## src/rtl/m_adder_comparator_counter.sv

```systemverilog
// Adder, unsigned magnitude comparator and up/down load counter sharing one clock.
// The adder and comparator are purely combinational; the counter is the only state.

module m_adder #(
  parameter int WIDTH = 14
) (
  output logic [WIDTH-1:0] Sum,
  output logic             Cout,
  input  logic [WIDTH-1:0] A,
  input  logic [WIDTH-1:0] B,
  input  logic             Cin
);
  // Extending to WIDTH+1 bits keeps the carry; Sum wraps naturally.
  assign {Cout, Sum} = {1'b0, A} + {1'b0, B} + {{WIDTH{1'b0}}, Cin};
endmodule

module m_comparator #(
  parameter int WIDTH = 14
) (
  output logic             AltB,
  output logic             AeqB,
  output logic             AgtB,
  input  logic [WIDTH-1:0] A,
  input  logic [WIDTH-1:0] B
);
  assign AltB = (A < B);
  assign AeqB = (A == B);
  assign AgtB = (A > B);
endmodule

module m_counter #(
  parameter int WIDTH = 14
) (
  output logic [WIDTH-1:0] Q,
  input  logic [WIDTH-1:0] D,
  input  logic             clk,
  input  logic             clr,
  input  logic             load,
  input  logic             up,
  input  logic             en
);
  logic [WIDTH-1:0] count_q;
  logic [WIDTH-1:0] count_d;

  // Priority: clear, then load, then count; direction only matters when counting.
  always_comb begin
    count_d = count_q;
    if (clr) begin
      count_d = '0;
    end else if (load) begin
      count_d = D;
    end else if (en) begin
      if (up) count_d = count_q + 1'b1;
      else    count_d = count_q - 1'b1;
    end
  end

  always_ff @(posedge clk) begin
    count_q <= count_d;
  end

  assign Q = count_q;
endmodule

module m_adder_comparator_counter #(
  parameter int WIDTH = 14
) (
  input  logic             clk,
  input  logic             rst,
  input  logic [WIDTH-1:0] add_a,
  input  logic [WIDTH-1:0] add_b,
  input  logic             add_cin,
  output logic [WIDTH-1:0] add_sum,
  output logic             add_cout,
  input  logic [WIDTH-1:0] cmp_a,
  input  logic [WIDTH-1:0] cmp_b,
  output logic             cmp_lt,
  output logic             cmp_eq,
  output logic             cmp_gt,
  input  logic [WIDTH-1:0] cnt_d,
  input  logic             cnt_load,
  input  logic             cnt_up,
  input  logic             cnt_en,
  output logic [WIDTH-1:0] cnt_q
);
  m_adder #(.WIDTH(WIDTH)) u_adder (
    .Sum  (add_sum),
    .Cout (add_cout),
    .A    (add_a),
    .B    (add_b),
    .Cin  (add_cin)
  );

  m_comparator #(.WIDTH(WIDTH)) u_comparator (
    .AltB (cmp_lt),
    .AeqB (cmp_eq),
    .AgtB (cmp_gt),
    .A    (cmp_a),
    .B    (cmp_b)
  );

  m_counter #(.WIDTH(WIDTH)) u_counter (
    .Q    (cnt_q),
    .D    (cnt_d),
    .clk  (clk),
    .clr  (rst),
    .load (cnt_load),
    .up   (cnt_up),
    .en   (cnt_en)
  );
endmodule

```

## config.mk

```make
export PLATFORM = sky130hd
export DESIGN_NAME = m_adder_comparator_counter
export DESIGN_NICKNAME = d
export VERILOG_FILES = /design/src/rtl/m_adder_comparator_counter.sv
export SDC_FILE = /design/constraint.sdc
export NUM_CORES = 1
export LEC_CHECK = 0
export ABC_AREA = 0
export BUFFER_PORTS_ARGS = -buffer_cell sky130_fd_sc_hd__buf_2
export CAP_MARGIN = 20
export CORE_ASPECT_RATIO = 1.25
export CORE_MARGIN = 3
export CORE_UTILIZATION = 52
export CTS_CLUSTER_DIAMETER = 100
export CTS_CLUSTER_SIZE = 30
export DETAILED_ROUTE_END_ITERATION = 10
export GPL_TIMING_DRIVEN = 0
export PLACE_DENSITY = 0.86
export SYNTH_ARGS = -nofsm -noshare
export SYNTH_HDL_FRONTEND = slang
export SYNTH_HIERARCHICAL = 1
export SYNTH_SLANG_ARGS = --single-unit
```

## constraint.sdc

```tcl
create_clock -name clk -period 5.2 [get_ports clk]
set_clock_uncertainty 0.05 [all_clocks]
set_input_delay 0.78 -clock clk [delete_from_list [all_inputs] [get_ports clk]]
set_output_delay 0.78 -clock clk [all_outputs]
set_load 0.005 [all_outputs]
```

* Word level (Yosys, flattened, before mapping)
Index checks and enable logic that the tools add are counted.
** Word-level totals
- Register bits after elaboration :: 14
- Bits of input ports :: 76
- Logic and storage cells :: 12
** Operators by class
- Add/subtract/negate cells :: 4
- $lt $le $gt $ge :: 2
- Equality and inequality tests :: 1
- Multiplexer cells :: 3
- Reduce and logical (&&, ||, !) cells :: 1
** Operators with widths (count)
- two-way mux 14 bit :: 3
- adder 14 x 14 -> 15 bit :: 1
- adder 15 x 1 -> 15 bit :: 1
- adder 14 x 1 -> 14 bit (second input constant) :: 1
- == test 14 bit :: 1
- greater-than comparator 14 bit :: 1
- less-than comparator 14 bit :: 1
- subtractor 14 x 1 -> 14 bit (second input constant) :: 1
- nonzero test 2 bit :: 1

* Longest topological paths before layout
- Word-level depth :: 4
- Depth in mapped cells :: 9

* Modules after synthesis
The synthesis kept the hierarchy.
** By module, submodules not included
- m_counter :: times used 1, cells an instance 152, area each 1272.5 um2
- m_adder :: times used 1, cells an instance 92, area each 689.4 um2
- m_comparator :: times used 1, cells an instance 49, area each 355.3 um2

* Worst setup path after synthesis
Ideal clock, no wire load.
- Path kind :: input-to-output
- Start point :: input add_a[0]
- End point :: output add_sum[8]
- Arrival time :: 2.434 ns
- Data required time :: 4.370 ns
- Setup slack :: 1.936 ns
- Cell stages on the path :: 8
- Path buffers :: 0
- Path through :: fa_1 inv_1 fa_1 nor2b_1 o2111ai_1 a21boi_1 or4b_1 nand3_1
** Between the ends
- Longest elaborated chain between the ends :: 2
** Ends and longest elaborated chain
- from (decl) :: line 70 : input logic [WIDTH-1:0] add_a,
- adder 14 x 14 -> 15 bit :: line 14 : assign {Cout, Sum} = {1'b0, A} + {1'b0, B} + {{WIDTH{1'b0}}, Cin};
- adder 15 x 1 -> 15 bit :: line 14
- to (decl) :: line 73 : output logic [WIDTH-1:0] add_sum,
Every way passes these cells.

* Worst setup path in the final report
Ends and elaborated chain as after synthesis.

==> results.cfg <==
[power]
fin_total_pwr_uw = 544
p_sw_uw = 207
clkPwrFrac = 0.199
p_leak_uw = 0.00158
switching_share = 0.381
power_frac_seq = 0.232
peakVddDrop_mv = 0.175
comb_power_share = 0.570
power_density_mw_per_mm2 = 183
internal-power_uw = 337

[setup_path]
end_kind = output pin
start_kind = input pin
crit_family = simple AND/OR/NAND/NOR gates
slowest_stage = or4b_1
critPathMaxFanout = 3
worstPathBufferInverterCount = 3
slowest_delay_ns = 0.48
path_depth = 10
crit_chain = buf_2, fa_1, inv_1, fa_1, nor2b_1, o2111ai_1, a21boi_1, or4b_1, nand3_1, buf_2
r2r_cells = 8
worst-setup-path-type = in2out
required_ns = 4.37
cp.arrival_ns = 2.80

[cells_and_area]
drive_gt1_frac = 0.320
largest_register_ff_count = 14
stdcell_area_mm2 = 0.00297
syn_to_final_growth_pct = 28.3
finalNetCount = 522
num_antenna_cells = 0

[clock_tree]
cts.reportedPaths.clkPinSlew_ns = 0.06
ctsResizeCount = 0
postCtsSetupBuffers = 0
cts_root_buf = clkbuf_8
cts_buffers = 3
postCtsHoldBufs = 0
worstSkewPairLatency_ns = 0.25
cts_buffer_depth = 2
cts_tree = yes
htreeDepth = 1
cts.sinks = 14

[global_routing]
grt_pass1_wl_um = 10200
grt_overflow = 0
grt_pass1_vias = 2428
antenna_found_initial = 0
track_usage = 0.237
grt_max_degree = 13

[synthesis]
syn_inst = 293
synth_largest_area_cell = ha_1
ys.flop_type = dfxtp_1
avgSynthCellArea_um2 = 7.91
synth_fp_nets = 411
ys_types = 57
async_reset_ff_frac = 0
netlist_area_mm2 = 0.00232
synth_top_area_frac = 0.211
yosys_warnings = 6
ys_ff_latch = 14
ys_seq_area_frac = 0.121
synth_area_leaders = ha_1, dfxtp_1, a21oi_1, xnor2_1, a21o_1
synth_edf_count = 0

[placed_design]
place_hpwl_um = 5220
routabilityCongestion = 0.924
placed_area_mm2 = 0.00292
io_buffers = 106

[sta]
tns_ns = 0
rsz0062_at_grt = false
relSlewSlack = 0.618
fin_hold_ws_ns = 0.580
setup_violations = 0
tightest_slew_ns = 0.573
fin_crit_sh = 0.698
maxSlewViolCount = 0
hold_viol_final = 0
finalCriticalPeriod_ns = 3.63
fmax_ghz = 0.276

[status]
status = finished clean

[route]
totalWireLength_um = 6340
drcViolationCount = 0
antenna_left = 0
first_pass_iters = 4
wl_per_cell_um = 13.8
num_vias = 2550
drt_iter0_markers = 93
avgViaCountPerCell = 5.56

[die]
die_w_um = 65.7
io_pins = 108
die_y_um = 80.6
fp-row-count = 26
die-area_mm2 = 0.00530
core_mm2 = 0.00420
initial_core_util = 0.552

[min_path]
min_path_type = reg2reg
hold_depth = 2

[flow_run]
maxCapViolCount = 0
## worst paths after layout
kind             startpoint         endpoint  slack (ns)
max                add_a[0]       add_sum[8]        1.57
min          u_counter/Q[5]   u_counter/Q[5]        0.58
max reg2reg  u_counter/Q[0]  u_counter/Q[12]        3.10
min reg2reg  u_counter/Q[5]   u_counter/Q[5]        0.58
## synth_stat cells, drive strengths merged (2+ instances only)
| library cell | count |
|---|---|
| nor3b | 6 |
| nand2b | 2 |
| nor2 | 24 |
| dfxtp | 14 |
| o32ai | 2 |
| o21a | 6 |
| xnor2 | 13 |
| o21bai | 3 |
| nand3 | 3 |
| fa | 3 |
| a21oi | 33 |
| a211oi | 3 |
| mux2i | 6 |
| nor3 | 6 |
| and3 | 2 |
| inv | 26 |
| nand2 | 13 |
| nor2b | 9 |
| or4b | 2 |
| clkbuf | 5 |
| or3 | 4 |
| o21ai | 10 |
| o41ai | 3 |
| buf | 4 |
| and2 | 2 |
| nand4 | 6 |
| a21o | 13 |
| ha | 39 |
| a31oi | 5 |
| xor2 | 3 |
| a21boi | 3 |
| o211ai | 3 |
| o22ai | 3 |
## cells by family after synthesis
family	synth area share
muxes	0.0308
and+or+nand+nor	0.191
buffers and inverters	0.0594
AOI/OAI and AO/OA	0.301
adders and majority gates	0.237
xor gates and xnor gates	0.0605
DFF	0.121
## layer usage
| metal | vias to the layer above | global-route usage | part of all wire |
|---|---|---|---|
| met3 | 9 | 0.0280 | 0.066 |
| met2 | 87 | 0.462 | 0.51 |
| met5 | - | 0 | 0 |
| li1 | 1295 | - | - |
| met1 | 1159 | 0.255 | 0.42 |
| met4 | 0 | 0.0809 | 0.011 |
## worst min-delay path, delay by kind of cell, from the launching register on
kind	cells	cell delay [ns]
AOI/OAI and AO/OA	2	0.24
DFF	1	0.34
## cells in the final DEF (no fill, tap or decap), drive strengths merged, types with 4 or more instances in the layout
cell,instances
buf,110
ha,39
a21oi,33
inv,26
nor2,24
dfxtp,14
nand2,13
a21o,13
xnor2,13
o21ai,10
nor2b,9
clkbuf,9
nor3,6
mux2i,6
o21a,6
nand4,6
nor3b,6
a31oi,5
or3,4
## final cells by class
class | instances | area (um2)
inverter | 26 | 97.6
tap | 56 | 70.1
timing repair buffer | 106 | 531
buffer | 9 | 40.0
multi-input combinational | 244 | 1900
clock buffer | 4 | 55.1
sequential | 14 | 280
fill | 358 | 1220
## stage by stage
step                      cells   util  setup slack (ns)
after floorplan             293      -              1.94
after global placement      455  0.695              1.61
after detailed placement    455  0.695              1.56
after CTS                   459  0.708              1.56
after global routing        459  0.708              1.42
final                       459  0.708              1.57
## power groups by stage
stage / clock network [uW] / logic, uW / registers (uW)
after CTS: 111 / 309 / 126
after global routing: 114 / 345 / 128
after detailed placement: 0 / 307 / 128
final: 108 / 310 / 126
after global placement: 0 / 300 / 128
after floorplan: 0 / 205 / 128
(Power assumes the default switching activity.)
